<file path="src/rtl/pbs_turn_ctrl.sv">
// Battle-round sequencer: player attack then AI attack, with LFSR-driven hit rolls and AI move choice.
// Owns both HP registers; damage/accuracy come combinationally from the external move table.
module pbs_turn_ctrl #(
  parameter int         HP_W       = 4,
  parameter int         P_HP_INIT  = 10,
  parameter int         AI_HP_INIT = 10,
  parameter logic [7:0] LFSR_SEED  = 8'hA5
) (
  input  logic            clk,
  input  logic            rst,
  input  logic            go,
  input  logic [1:0]      p_move,
  input  logic [HP_W-1:0] p_dmg,
  input  logic [HP_W-1:0] p_accu,
  input  logic [HP_W-1:0] ai_dmg,
  input  logic [HP_W-1:0] ai_accu,
  output logic [1:0]      p_move_q,
  output logic [1:0]      ai_move,
  output logic [HP_W-1:0] p_hp,
  output logic [HP_W-1:0] ai_hp,
  output logic            active_trainer,
  output logic            target,
  output logic            busy,
  output logic            last_hit,
  output logic            victory,
  output logic            loss,
  output logic [2:0]      state
);

  typedef enum logic [2:0] {
    IDLE     = 3'd0,
    P_ROLL   = 3'd1,
    P_APPLY  = 3'd2,
    AI_ROLL  = 3'd3,
    AI_APPLY = 3'd4,
    WIN      = 3'd5,
    LOSE     = 3'd6
  } state_t;

  state_t          st_q, st_d;
  logic            go_q;
  logic [7:0]      lfsr_q;
  logic [7:0]      lfsr_nxt;
  logic [3:0]      rnd;
  logic            start;
  logic            p_hit, ai_hit;
  logic [HP_W-1:0] dmg_p1;
  logic [HP_W-1:0] ai_hp_sub, p_hp_sub;

  // Accuracy of all-ones is an unconditional hit; zero can never beat rnd.
  function automatic logic roll_hit(input logic [HP_W-1:0] accu, input logic [3:0] r);
    roll_hit = (accu == {HP_W{1'b1}}) | (HP_W'(r) < accu);
  endfunction

  function automatic logic [HP_W-1:0] sat_sub(input logic [HP_W-1:0] hp,
                                              input logic [HP_W-1:0] dmg);
    sat_sub = (hp > dmg) ? (hp - dmg) : '0;
  endfunction

  assign start    = go & ~go_q;
  assign lfsr_nxt = {lfsr_q[6:0], lfsr_q[7] ^ lfsr_q[5] ^ lfsr_q[4] ^ lfsr_q[3]};
  assign rnd      = lfsr_q[3:0];
  assign p_hit    = roll_hit(p_accu, rnd);
  assign ai_hit   = roll_hit(ai_accu, rnd);
  assign ai_hp_sub = sat_sub(ai_hp, dmg_p1);
  assign p_hp_sub  = sat_sub(p_hp, dmg_p1);
  assign state    = st_q;

  // State register and control/HP registers
  always_ff @(posedge clk) begin
    if (rst) begin
      st_q     <= IDLE;
      go_q     <= 1'b0;
      lfsr_q   <= LFSR_SEED;
      p_hp     <= HP_W'(P_HP_INIT);
      ai_hp    <= HP_W'(AI_HP_INIT);
      p_move_q <= 2'd0;
      ai_move  <= 2'd0;
      last_hit <= 1'b0;
    end else begin
      st_q   <= st_d;
      go_q   <= go;
      lfsr_q <= lfsr_nxt;
      unique case (st_q)
        IDLE:     if (start) p_move_q <= p_move;
        P_ROLL:   last_hit <= p_hit;
        P_APPLY: begin
          ai_hp   <= ai_hp_sub;
          ai_move <= lfsr_q[5:4];
        end
        AI_ROLL:  last_hit <= ai_hit;
        AI_APPLY: p_hp <= p_hp_sub;
        default: ;
      endcase
    end
  end

  // Roll stage -> apply stage damage register (data only, no reset needed)
  always_ff @(posedge clk) begin
    if (st_q == P_ROLL) begin
      dmg_p1 <= p_hit ? p_dmg : '0;
    end else if (st_q == AI_ROLL) begin
      dmg_p1 <= ai_hit ? ai_dmg : '0;
    end
  end

  always_comb begin
    st_d = st_q;
    unique case (st_q)
      IDLE:     if (start) st_d = P_ROLL;
      P_ROLL:   st_d = P_APPLY;
      P_APPLY:  st_d = (ai_hp_sub == '0) ? WIN : AI_ROLL;
      AI_ROLL:  st_d = AI_APPLY;
      AI_APPLY: st_d = (p_hp_sub == '0) ? LOSE : IDLE;
      WIN:      st_d = WIN;
      LOSE:     st_d = LOSE;
      default:  st_d = IDLE;
    endcase
  end

  always_comb begin
    busy           = 1'b0;
    active_trainer = 1'b0;
    target         = 1'b0;
    victory        = 1'b0;
    loss           = 1'b0;
    unique case (st_q)
      P_ROLL, P_APPLY: begin
        busy   = 1'b1;
        target = 1'b1;
      end
      AI_ROLL, AI_APPLY: begin
        busy           = 1'b1;
        active_trainer = 1'b1;
      end
      WIN:     victory = 1'b1;
      LOSE:    loss    = 1'b1;
      default: ;
    endcase
  end

endmodule

</file>
<file path="config.mk">
export PLATFORM = sky130hd
export DESIGN_NAME = pbs_turn_ctrl
export DESIGN_NICKNAME = d
export VERILOG_FILES = /design/src/rtl/pbs_turn_ctrl.sv
export SDC_FILE = /design/constraint.sdc
export NUM_CORES = 1
export LEC_CHECK = 0
export ABC_CLOCK_PERIOD_IN_PS = 3100
export CORE_MARGIN = 4
export CORE_UTILIZATION = 50
export DETAILED_ROUTE_END_ITERATION = 8
export PLACE_DENSITY = 0.81
export SYNTH_ARGS = -nofsm -noshare
export SYNTH_HDL_FRONTEND = slang
export SYNTH_SLANG_ARGS = --single-unit
</file>
<file path="constraint.sdc">
create_clock -name clk -period 3.1 [get_ports clk]
set_input_delay 0.775 -clock clk [delete_from_list [all_inputs] [get_ports clk]]
set_output_delay 0.775 -clock clk [all_outputs]
set_load 0.05 [all_outputs]
</file>
=== Yosys cells after proc, flatten, opt, wreduce, memory -nomap -nowiden ===
Cells that the tools add are included.

* Register bits: 29
* Output and inout bits: 21
* Input bits: 21
* Logic and storage cells: 55

* Bitwise gates (word level): 7
* Order comparisons: 4
* Reductions and logical operators: 8
* Multiplexer cells: 16
* Eq/ne operators: 9
* Add/sub/neg operators: 2

{| class="wikitable"
|+ Operators with widths
! operator !! number
|-
| $mux 4 || 6
|-
| $pmux 3 s7 || 1
|-
| $eq 3x3->1 const B || 3
|-
| $mux 3 || 3
|-
| $eq 4x4->1 const B || 2
|-
| $gt 4x4->1 || 2
|-
| $logic_not 4->1 || 2
|-
| $lt 4x4->1 || 2
|-
| $sub 4x4->4 || 2
|-
| $eq 3x2->1 const B || 2
|-
| $mux 1 || 5
|-
| $reduce_or 2->1 || 2
|-
| $reduce_or 4->1 || 1
|-
| $eq 3x1->1 const B || 1
|-
| $logic_not 3->1 || 1
|-
| $xor 1x1->1 || 3
|-
| $ne 2x2->1 const B || 1
|-
| $or 1x1->1 || 2
|-
| $pmux 1 s2 || 1
|-
| $reduce_and 2->1 || 1
|-
| $reduce_bool 2->1 || 1
|-
| $and 1x1->1 || 1
|-
| $not 1->1 || 1
|}

=== Logic depth before layout (Yosys ltp) ===
Gate-level depths: netlist of the first run.

* Depth in word-level cells: 5
* Gate-level depth with buffers: 9
* Gate-level depth less buffers: 9

=== Worst setup path after synthesis of the first run ===
OpenSTA, ideal clock, no wires.

* Kind: reg-to-output
* Start point: register st_q[0] (netlist: state[0])
* End point: output busy
* Arrival time: 1.777 ns
* Stages on the path, launching flop included: 4
* Required time: 2.325 ns
* Path buffers: 1
* Setup slack: 0.548 ns
* Cell sequence: dfxtp_1 > buf_6 > nor2_1 > xnor2_1

* Word-level cells in the longest chain between the ends: 3
* Elaborated cells on any way between the ends: 6
* Those cells by class: 4 x eq/ne; 1 x mux; 1 x reduce/logical

{| class="wikitable"
|+ RTL lines
! element !! RTL line !! text
|-
| from (decl) || 40 || <nowiki>state_t st_q, st_d;</nowiki>
|-
| from (signal assigned) || 81 || <nowiki>st_q <= st_d;</nowiki>
|-
| $eq 3x1->1 (tied with other cells) || 127 || <nowiki>unique case (st_q)</nowiki>
|-
| $reduce_or 4->1 (no line) (*) || - ||
|-
| $mux 1 (*) || 127 ||
|-
| to (decl) || 23 || <nowiki>output logic busy,</nowiki>
|}

Every way passes the cells marked *; elsewhere a longest branch is shown, timed or not.

=== Final worst setup path of the first run ===
* Start point: register st_q[1] (netlist: state[1])
* End point: output busy

The elaborated chain is that of the path after synthesis.

==> impl_metrics.yaml, run 1 <==
timing:
  rsz0062_at_grt: "false"
  final.period_utilization_pct: 92.8
  setup_viol_count_final: 0
  hold_violations: 0
  slew_headroom_pct: 64.0
  hold_ws_ns: 0.436
  drv_slew: 0
  period_minus_slack_ns: 2.88
  fmax_mhz: 348
  skew_ns: 0.0116
  worst_slew_pin_slew_ns: 0.539
  timing.setup.tns_ns: 0
logic_synthesis:
  avgSynthCellArea_um2: 9.39
  synthesis.area_mm2: 0.00166
  ys_seq_elements: 29
  synthMuxAreaShare_pct: 1.20
  synthCells: 177
  synth.most_common_cell: "dfxtp_1"
  yosys.area_share.simple_pct: 22.0
  synthTopCellsByCount: "25 x dfxtp_1, 16 x nor2_1, 14 x ha_1, 13 x inv_1"
  yosysSeqAreaShare_pct: 37.3
  synth.area.top_cells: "dfxtp_1 30%, ha_1 11%, edfxtp_1 7.2%"
  yosysUniqueCellTypes: 46
  synth_top_cell_by_area: "dfxtp_1"
  synth_top_family_by_area: "simple AND/OR/NAND/NOR gates"
  yosysWarnings: 0
  synth_top_area_share_pct: 30.1
  synth_edf_count: 4
  synthArstFlopShare_pct: 0
  synth_fp_nets: 214
  synth_xor_area_share_pct: 4.21
  synth-compound-area-share_pct: 17.5
  synth_fa_ha_area_share_pct: 12.9
  synthFlopType: "dfxtp_1"
clock_network:
  clock_sinks: 29
  post-cts-setup-buffers: 0
  clock_path_buffers: 2
  root_buffer: "clkbuf_4"
  clkTransAtPathRegs_ns: 0.09
  clk-insertion-delay-late_ns: 0.33
  htreeDepth: 2
  cts_tree: "yes"
  cts_hold_buf: 0
  cts_buffers: 5
floorplanning:
  num_rows: 20
  die_w_um: 65.7
  die_h_um: 65.7
  die_area_mm2: 0.00431
  core-area_mm2: 0.00313
  initial_core_util_pct: 53.2
  num_io_pins: 42
critical_path:
  crit_type: "flop to output port"
  worstSetupStartpointType: "flop"
  critical_path_arrival_ns: 2.10
  worstPathRequired_ns: 2.32
  path_max_fanout: 14
  critPathCaptureType: "output port"
pwr:
  power.total_mw: 0.940
  pwr_density_cell_mw_per_mm2: 434
  p_leak_nw: 0.952
  peakVddDrop_v: 0.000230
detailed_routing:
  drt-initial-drc-count: 61
  drc: 0
  wl_per_cell_um: 15.0
  antenna_left: 0
  vias: 1455
  viasPerCell: 5.51
  dr.pass1.iters: 4
  wirelength_mm: 3.95
placed_design:
  place_area_mm2: 0.00210
  gp_congestion: 1.05
  io_buffers: 41
  dp_hpwl_mm: 3.06
min_path:
  hold_path.class: "flop to flop"
status:
  outcome: "finished, final reports clean"
global_route:
  antenna_found_initial: 0
  gr-total-overflow: 0
  grt_pass1_vias: 1457
  grt_pass1_wl_mm: 6.49
  grtUsageTotal_pct: 19.9
  grt_max_degree: 20
finish:
  nNetsFinal: 257
  layout-drive-gt1-share_pct: 6.36
  fillers: 261
  synthToLayoutAreaGrowth_pct: 30.3
  fin_area_mm2: 0.00217
  antenna_cells: 0
job:
  drv_cap: 0
==> placed cells by master (no fill, tap or decap), drive strengths merged, types with 5 or more instances in the layout <==
cell	instances
clkdlybuf4s50	38
nor2	17
a21oi	8
nand2b	5
inv	13
xor2	5
clkbuf	7
nand2	10
nor2b	9
dfxtp	25
ha	14
nor3	5
==> area by class of cell <==
cell class	count	area [µm²]	share of cell area [%]
Inverter	13	48.8	2.25
Multi-Input combinational cell	129	962	44.4
Sequential cell	29	621	28.6
Tap cell	44	55.1	2.54
Clock buffer	7	55.1	2.54
Timing Repair Buffer	42	425	19.6
==> power by group <==
group	internal [mW]	switching [mW]	leakage, nW
clock network	0.107	0.124	0.0314
registers	0.407	0.0238	0.243
logic	0.124	0.155	0.677
total	0.637	0.302	0.952
==> state kept, by name (all words and copies together) (netlist names) <==
register  count
lfsr_q        8
ai_hp         4
dmg_p1        4
p_hp          4
state         3
ai_move       2
p_move_q      2
go_q          1
last_hit      1
==> critical path, cell delays in order, from the launching register on <==
cell,delay (ns)
dfxtp_1,0.63
nor2_1,0.15
xnor2_1,0.16
clkdlybuf4s50_1,0.83
==> kinds of logic after synthesis <==
logic type | after synthesis
simple gates | 64
compound gates | 39
flops | 29
buf+inv | 19
fa+ha+maj | 16
xor+xnor | 8
mux | 2
==> repair_timing <==
item / in CTS / in global routing
hold endpoints to repair: 0 / 0
setup endpoints to repair: 0 / 3
resized for setup: 0 / 3
==> path summary, 6_finish.rpt <==
path / from / slack [ns] / depth (start not counted) / end
setup / recovery: state[1] / 0.22 / 3 / busy
hold / removal: lfsr_q[6] / 0.44 / 1 / lfsr_q[7]
setup reg to reg: dmg_p1[0] / 0.87 / 7 / state[1]
hold reg to reg: lfsr_q[6] / 0.44 / 1 / lfsr_q[7]
==> layer usage <==
layer  global-route usage, %  vias up  wire length, µm  share of wire, %
li1                        -      728                -                 -
met1                    22.9      684             1760                44
met2                    34.9       38             1950                49
met3                    5.47        5              185               4.7
met4                    6.99        0               57               1.4
met5                       0        -                0                 0
==> stage by stage <==
step	cells	utilization [%]	worst slack (ns)
after floorplan	177	-	0.548
after global placement	257	67.3	0.459
after detailed placement	257	67.3	0.386
after CTS	264	69.0	0.0419
after global routing	264	69.3	0.0443
final	264	69.3	0.222
No activity file was read; power rests on OpenSTA's default activity.
==> run 2, diff against run 1 <==
==> constraint.sdc (replaced) <==
create_clock -name clk -period 3.1 [get_ports clk]
set_input_delay 0.465 -clock clk [delete_from_list [all_inputs] [get_ports clk]]
set_output_delay 0.465 -clock clk [all_outputs]
set_load 0.05 [all_outputs]
==> run 2 against run 1 <==
Net effect:
- sequential share of layout area down 0.099 points
- largest cell class unchanged
- clock skew down 0.0023 ns
- worst setup slack better by 0.14 ns
- first-iteration DRC count down 20%
- sequential power about the same
- hold slack worse by 0.0090 ns
- utilization up 0.24 points
- register-to-register slack worse by 0.02 ns
- cell area up 0.35%
- clock power up 16%
- critical endpoint is now target
==> impl_metrics.yaml, run 2 (synthesis results as in run 1) <==
pwr:
  pwr_density_cell_mw_per_mm2: 449
  peakVddDrop_v: 0.000338
  p_leak_nw: 0.909
min_path:
  worstHoldPathCells: 1
  hold_path.class: "flop to flop"
timing:
  drv_slew: 0
  period_minus_slack_ns: 2.74
  hold_violations: 0
  worst_slew_pin_slew_ns: 0.562
  final.period_utilization_pct: 88.4
  timing.setup.tns_ns: 0
  rsz0062_at_grt: "false"
  setup_viol_count_final: 0
  fmax_mhz: 365
  hold_ws_ns: 0.427
  skew_ns: 0.00929
  slew_headroom_pct: 62.4
detailed_routing:
  wl_per_cell_um: 14.9
  drc: 0
  drt-initial-drc-count: 49
  dr.pass1.iters: 4
  wirelength_mm: 3.95
  antenna_left: 0
  viasPerCell: 5.58
  vias: 1479
job:
  drv_cap: 0
floorplanning:
  num_rows: 20
  die_area_mm2: 0.00431
  num_io_pins: 42
  core-area_mm2: 0.00313
  die_h_um: 65.7
  die_w_um: 65.7
  initial_core_util_pct: 53.2
finish:
  stdcell_count: 265
  final_core_util_pct: 69.5
  top_register: "lfsr_q"
  nNetsFinal: 257
  final_common_cell: "clkdlybuf4s50_1"
  synthToLayoutAreaGrowth_pct: 30.8
  final_cell_mix: "41 x clkdlybuf4s50_1, 25 x dfxtp_1, 16 x nor2_1"
  antenna_cells: 0
  fin_area_mm2: 0.00217
  layout-drive-gt1-share_pct: 7.24
  largest_reg_flops: 8
placed_design:
  place_area_mm2: 0.00210
  gp_congestion: 1.06
  io_buffers: 41
  dp_hpwl_mm: 3.11
  placedCellCount: 257
clock_network:
  clock_sinks: 29
  clk-insertion-delay-late_ns: 0.34
  post-cts-setup-buffers: 0
  root_buffer: "clkbuf_4"
  clkTransAtPathRegs_ns: 0.09
  cts_buffers: 5
  clock_path_buffers: 2
  cts_tree: "yes"
  cts_hold_buf: 0
  htreeDepth: 2
  ctsResizeCount: 0
global_route:
  antenna_found_initial: 0
  grt_max_degree: 19
  gr-total-overflow: 0
  grtUsageTotal_pct: 20.3
  grt_pass1_vias: 1487
  grt_pass1_wl_mm: 6.67
critical_path:
  r2r_cells: 7
  critPathMaxStageDelay_ns: 0.80
  cp.depth: 4
  critical_path_arrival_ns: 2.28
  critPathCaptureType: "output port"
  path_max_fanout: 13
  worstSetupStartpointType: "flop"
  crit_buf_inv: 1
  crit_type: "flop to output port"
  cp_slowest_cell: "clkdlybuf4s50_1"
  crit_chain: "nor2b_1, nand2b_1, nand2_1, clkdlybuf4s50_1"
  path_delay_family: "buffers and inverters"
  worstPathRequired_ns: 2.63
status:
  outcome: "finished, final reports clean"
[run 2: routing by layer]
metal / GRT usage [%] / wire (µm) / up-vias
li1: - / - / 723
met1: 23.9 / 1770 / 718
met2: 34.9 / 1970 / 34
met3: 6.67 / 171 / 4
met4: 5.70 / 44 / 0
met5: 0 / 0 / -
[run 2: power by group]
part	internal (mW)	total, mW	switching [mW]
Combinational	0.124	0.280	0.155
Sequential	0.407	0.430	0.0230
Clock	0.131	0.267	0.136
[run 2: path summary, 6_finish.rpt]
path	from	endpoint	slack [ns]
worst max-delay path	state[0]	target	0.36
worst min-delay path	lfsr_q[6]	lfsr_q[7]	0.43
worst max register to register	dmg_p1[0]	state[1]	0.85
worst min register to register	lfsr_q[6]	lfsr_q[7]	0.43
[run 2: stage by stage]
step                      power, mW  setup WS, ns
after floorplan               0.626         0.739
after global placement        0.703         0.767
after detailed placement      0.716         0.709
after CTS                     0.979         0.363
after global routing           1.03         0.251
final                         0.976         0.360
[run 2: area by class of cell]
type | instances | area [µm²]
Clock inverter | 1 | 5.00
Timing Repair Buffer | 42 | 418
Fill cell | 261 | 953
Sequential cell | 29 | 621
Clock buffer | 7 | 65.1
Tap cell | 44 | 55.1
Inverter | 13 | 48.8
Multi-Input combinational cell | 129 | 962
==> patch 1: new RTL, settings of run 2 <==
The parameter `HP_W` goes from 4 to 5.
--- a/src/rtl/pbs_turn_ctrl.sv
+++ b/src/rtl/pbs_turn_ctrl.sv
@@ -2,5 +2,5 @@
 // Owns both HP registers; damage/accuracy come combinationally from the external move table.
 module pbs_turn_ctrl #(
-  parameter int         HP_W       = 4,
+  parameter int         HP_W       = 5,
   parameter int         P_HP_INIT  = 10,
   parameter int         AI_HP_INIT = 10,
Ports: changed (6 resized); port bits go from 42 to 48. The function was not compared with the original's and may differ.
==> patch 1 against run 2 <==
- cell count is 24% higher
- largest power group unchanged
- sequential cell count is 3 higher
- wire length rose by 18%
- power up 18%
- maximum frequency down 3.2%
- critical endpoint is now active_trainer
- worst setup slack worse by 92 ps
- synthesized area increased by 18%
- cell area is 18% higher
==> patch 1: results (changes against run 2) <==
| Metric | Reported | vs run 2 |
|:---|:---|:---|
| Result of the run | complete, no violations | unchanged |
| Count of unique library cells instantiated by Yosys | 51 | was 46 |
| Overall global routing resource usage | 19.67% | was 20.29% |
| Clock latency on the worst-skew pair | 290 ps | was 340 ps |
| Initial DRC Count | 150 | was 49 |
| Gate Count Post-Synth | 229 | was 177 |
| Non-clock buffer instance count of the final layout | 49 | was 42 |
| Layout cells sized above 1 | 6.071% | was 7.240% |
| Share of the yosys chip area belonging to registers | 35.34% | was 37.32% |
| Global-route wire length before repair | 7.797 mm | was 6.672 mm |
| Critical path launch point | state[2]$_SDFFE_PP0P_ | was state[0]$_SDFFE_PP0P_ |
| Total of flip-flops plus latches after synthesis | 32 | was 29 |
| Multi-input gates | 170 | was 129 |
| Vias in the first global route | 1776 | was 1487 |
| Largest net degree at the start of global routing | 14 | was 19 |
| Count of vias placed by the detailed router | 1836 | was 1479 |
| Fraction of area in multi-input gates | 45.13% | was 44.25% |
| CTS Root Cell | sky130_fd_sc_hd__clkbuf_8 | was sky130_fd_sc_hd__clkbuf_4 |
| Routability cong. | 0.9182 | was 1.056 |
| Worst hold margin | 416.4 ps | was 427.0 ps |
| Post-synth EDFFs | 5 | was 4 |
| Worst setup path endpoint | active_trainer | was target |
| Setup slack after layout | 267.7 ps | was 359.8 ps |
| DP Worst Slack | 610.7 ps | was 708.5 ps |
| Layout filler cell count | 313 | was 261 |
| Largest cells by area after synthesis | sky130_fd_sc_hd__dfxtp_1, sky130_fd_sc_hd__ha_1, sky130_fd_sc_hd__edfxtp_1 | unchanged |
| Post-layout net count | 322 | was 257 |
| Arrival time at the worst endpoint | 2370 ps | was 2280 ps |
| Non-clock buffer share of cell area | 18.91% | was 19.22% |
| R2r setup slk | 890 ps | was 850 ps |
| List of most frequent post-synthesis cells | sky130_fd_sc_hd__dfxtp_1, sky130_fd_sc_hd__a21oi_1, sky130_fd_sc_hd__inv_1, sky130_fd_sc_hd__nand2_1, sky130_fd_sc_hd__nor2_1 | was sky130_fd_sc_hd__dfxtp_1, sky130_fd_sc_hd__nor2_1, sky130_fd_sc_hd__ha_1, sky130_fd_sc_hd__inv_1 |
| Clock-pin slew on the worst setup and hold paths | 70 ps | was 90 ps |
| Inverters, non-clock | 21 | was 13 |
| Port buffer count | 47 | was 41 |
| Total nets after synthesis | 272 | was 214 |
| Sum of net half-perimeters after detailed placement | 3.761 mm | was 3.112 mm |
-- patch 1: cell types whose count changed after synthesis, sizes merged, moves of 4 or more --
cell,run 2,this run
a21oi,8,21
nand2,10,20
inv,13,21
o21ai,1,7
a221o,4,0
nand3,3,7
-- patch 1: stage by stage --
stage	total power (uW)	instance area, um2	utilization, %
after floorplan	712.8	1954	-
after global placement	815.4	2474	66.57
after detailed placement	822.3	2474	66.57
after CTS	1161	2567	69.09
after global routing	1214	2567	69.09
final	1155	2567	69.09
-- patch 1: report_power, final --
part	total (uW)	internal, uW	switching, uW
combinational	341	148	193
sequential	474	451	23.0
clock	340	180	160
-- patch 1: cell families after synthesis --
kind of cell,Yosys count,synth area share (%)
buffers and inverters,27,5.378
AO/OA/AOI/OAI,64,23.11
XOR/XNOR,7,3.137
adder cells (fa/ha/maj),18,12.29
flip-flops,32,35.34
AND/OR/NAND/NOR,81,20.74
-- patch 1: worst register-to-register path, cell delays in order, from the launching register on --
cell,delay (ps)
sky130_fd_sc_hd__edfxtp_1,400
sky130_fd_sc_hd__ha_1,190
sky130_fd_sc_hd__inv_1,60
sky130_fd_sc_hd__fa_1,400
sky130_fd_sc_hd__xor2_1,190
sky130_fd_sc_hd__or2_2,290
sky130_fd_sc_hd__o311ai_0,370
sky130_fd_sc_hd__o221ai_1,180
-- patch 1: routing by layer --
metal | routed length [um] | track usage [%] | vias up
li1 | - | - | 916
met2 | 2244 | 33.58 | 53
met4 | 81 | 7.234 | 0
met5 | 0 | 0 | -
met3 | 251 | 4.029 | 9
met1 | 2101 | 24.36 | 858
==> patch 2: new RTL, settings of run 2 <==
Made on the original files. Register the output `victory`, with the module's reset; this adds one clock of latency there. The other outputs are not delayed to match.
--- a/src/rtl/pbs_turn_ctrl.sv
+++ b/src/rtl/pbs_turn_ctrl.sv
@@ -37,4 +37,6 @@
     LOSE     = 3'd6
   } state_t;
+
+  logic victory_d;
 
   state_t          st_q, st_d;
@@ -123,5 +125,5 @@
     active_trainer = 1'b0;
     target         = 1'b0;
-    victory        = 1'b0;
+    victory_d      = 1'b0;
     loss           = 1'b0;
     unique case (st_q)
@@ -134,5 +136,5 @@
         active_trainer = 1'b1;
       end
-      WIN:     victory = 1'b1;
+      WIN:     victory_d = 1'b1;
       LOSE:    loss    = 1'b1;
       default: ;
@@ -140,4 +142,12 @@
   end
 
+  always_ff @(posedge clk) begin
+    if (rst) begin
+      victory <= '0;
+    end else begin
+      victory <= victory_d;
+    end
+  end
+
 endmodule
 
Formal check against the unedited RTL: not equivalent (Yosys sat finds a counterexample within 4 cycles, from zero or initial values and one cycle with rst high).
==> patch 2 against run 2 <==
- clock power down 9.7%
- sequential cell count grew 1
- die area up 1.1%
- maximum frequency shrank 2.4%
- non-clock buffer count up 1
- cell area increased by 1.0%
- synthesized area is 1.3% higher
- critical path depth unchanged
- worst setup slack worse by 66 ps
- wire length increased by 0.15%
- global-route usage shrank 0.16 points
- power decreased by 1.6%
- critical path type unchanged
- largest cell class unchanged
==> patch 2: results (changes against run 2) <==
| Metric | Reported | vs run 2 |
|:---|:---|:---|
| Count of unique library cells instantiated by Yosys | 41 | was 46 |
| Layout filler cell count | 258 | was 261 |
| Global-route wire length before repair | 6.644 mm | was 6.672 mm |
| Result of the run | complete, no violations | unchanged |
| Average wire per cell in the routed design | 14.61 um | was 14.92 um |
| P_leak | 0.0009156 uW | was 0.0009094 uW |
| DR pass1 iterations | 5 | was 4 |
| Highest fanout seen on the critical path | 14 | was 13 |
| Highest ir drop seen on vdd | 0.3016 mV | was 0.3378 mV |
| List of most frequent post-synthesis cells | sky130_fd_sc_hd__dfxtp_1, sky130_fd_sc_hd__inv_1, sky130_fd_sc_hd__ha_1, sky130_fd_sc_hd__nor2_1, sky130_fd_sc_hd__a21oi_1 | was sky130_fd_sc_hd__dfxtp_1, sky130_fd_sc_hd__nor2_1, sky130_fd_sc_hd__ha_1, sky130_fd_sc_hd__inv_1 |
| Layout cells sized above 1 | 6.167% | was 7.240% |
| Stage delay of the slowest cell on the critical path | 840 ps | was 800 ps |
| Sum of net half-perimeters after detailed placement | 3.183 mm | was 3.112 mm |
| Routability cong. | 0.8545 | was 1.056 |
| Net switching power | 308.9 uW | was 314.2 uW |
| Overall global routing resource usage | 20.13% | was 20.29% |
| Transition at the pin with the smallest max-transition slack | 523.5 ps | was 562.1 ps |
| Register ranked first by flip-flop count | lfsr_q | unchanged |
| Total nets after synthesis | 219 | was 214 |
| Largest net degree at the start of global routing | 19 | unchanged |
| Largest cells by area after synthesis | sky130_fd_sc_hd__dfxtp_1, sky130_fd_sc_hd__ha_1, sky130_fd_sc_hd__edfxtp_1 | unchanged |
| Arrival time at the worst endpoint | 2340 ps | was 2280 ps |
| Count of vias placed by the detailed router | 1490 | was 1479 |
| Final Skew | 10.67 ps | was 9.291 ps |
| Worst path slowest cell | sky130_fd_sc_hd__clkdlybuf4s50_1 | unchanged |
| Post-layout net count | 263 | was 257 |
| Critical path launch point | state[1]$_SDFFE_PP0P_ | was state[0]$_SDFFE_PP0P_ |
| Initial DRC Count | 89 | was 49 |
| Share of the yosys chip area belonging to registers | 38.04% | was 37.32% |
-- patch 2: path summary, 6_finish.rpt --
kind / slack, ps / cells past startpoint / endpoint
max: 290 / 4 / target
min: 450 / 1 / lfsr_q[7]$_SDFF_PP1_
max reg2reg: 860 / 7 / state[1]$_SDFFE_PP0P_
min reg2reg: 450 / 1 / lfsr_q[7]$_SDFF_PP1_
-- patch 2: cells by family after synthesis --
logic type / synth area share [%]
multiplexers: 2.378
AO/OA/AOI/OAI: 18.42
flip-flops: 38.04
XOR/XNOR: 4.160
buffers and inverters: 5.868
adder cells (fa/ha/maj): 12.78
AND/OR/NAND/NOR: 18.35
-- patch 2: layout make-up --
type	count	share of cell area [%]
flip-flops and latches	30	29.16
clock buffers	7	2.506
well taps	44	2.506
multi-input cells	127	43.00
clock inverters	1	0.2278
repair buffers	43	19.36
inverters	19	3.246
-- patch 2: worst register-to-register path, stage by stage, from the launching register on --
cell	delay, ps
sky130_fd_sc_hd__edfxtp_1	420
sky130_fd_sc_hd__ha_1	210
sky130_fd_sc_hd__inv_1	70
sky130_fd_sc_hd__fa_1	440
sky130_fd_sc_hd__nand2b_1	170
sky130_fd_sc_hd__or4b_1	510
sky130_fd_sc_hd__a31oi_1	230
sky130_fd_sc_hd__a21oi_1	100
-- patch 2: power by group through the flow --
stage	registers [uW]	logic (uW)	clock network, uW
4_1_cts	442	277	250
2_1_floorplan	473	160	0
3_3_place_gp	450	262	0
3_5_place_dp	452	275	0
5_1_grt	446	302	269
6_report	442	277	241
-- patch 2: routing by layer --
metal  vias to the layer above  track usage, %  share of wire (%)
met5                         -               0                  0
met4                         0           9.645                3.3
met1                       692           20.97                 37
met2                        50           35.42                 52
li1                        735               -                  -
met3                        13           7.483                7.1
-- patch 2: per-stage QoR --
step           worst slack, ps  util (%)  std cells  area, um2
2_1_floorplan            682.5         -        182       1684
3_3_place_gp             697.9     68.32        263       2137
3_5_place_dp             675.5     68.32        263       2137
4_1_cts                  275.6     70.24        271       2197
5_1_grt                  154.0     70.24        271       2197
6_report                 293.4     70.24        271       2197
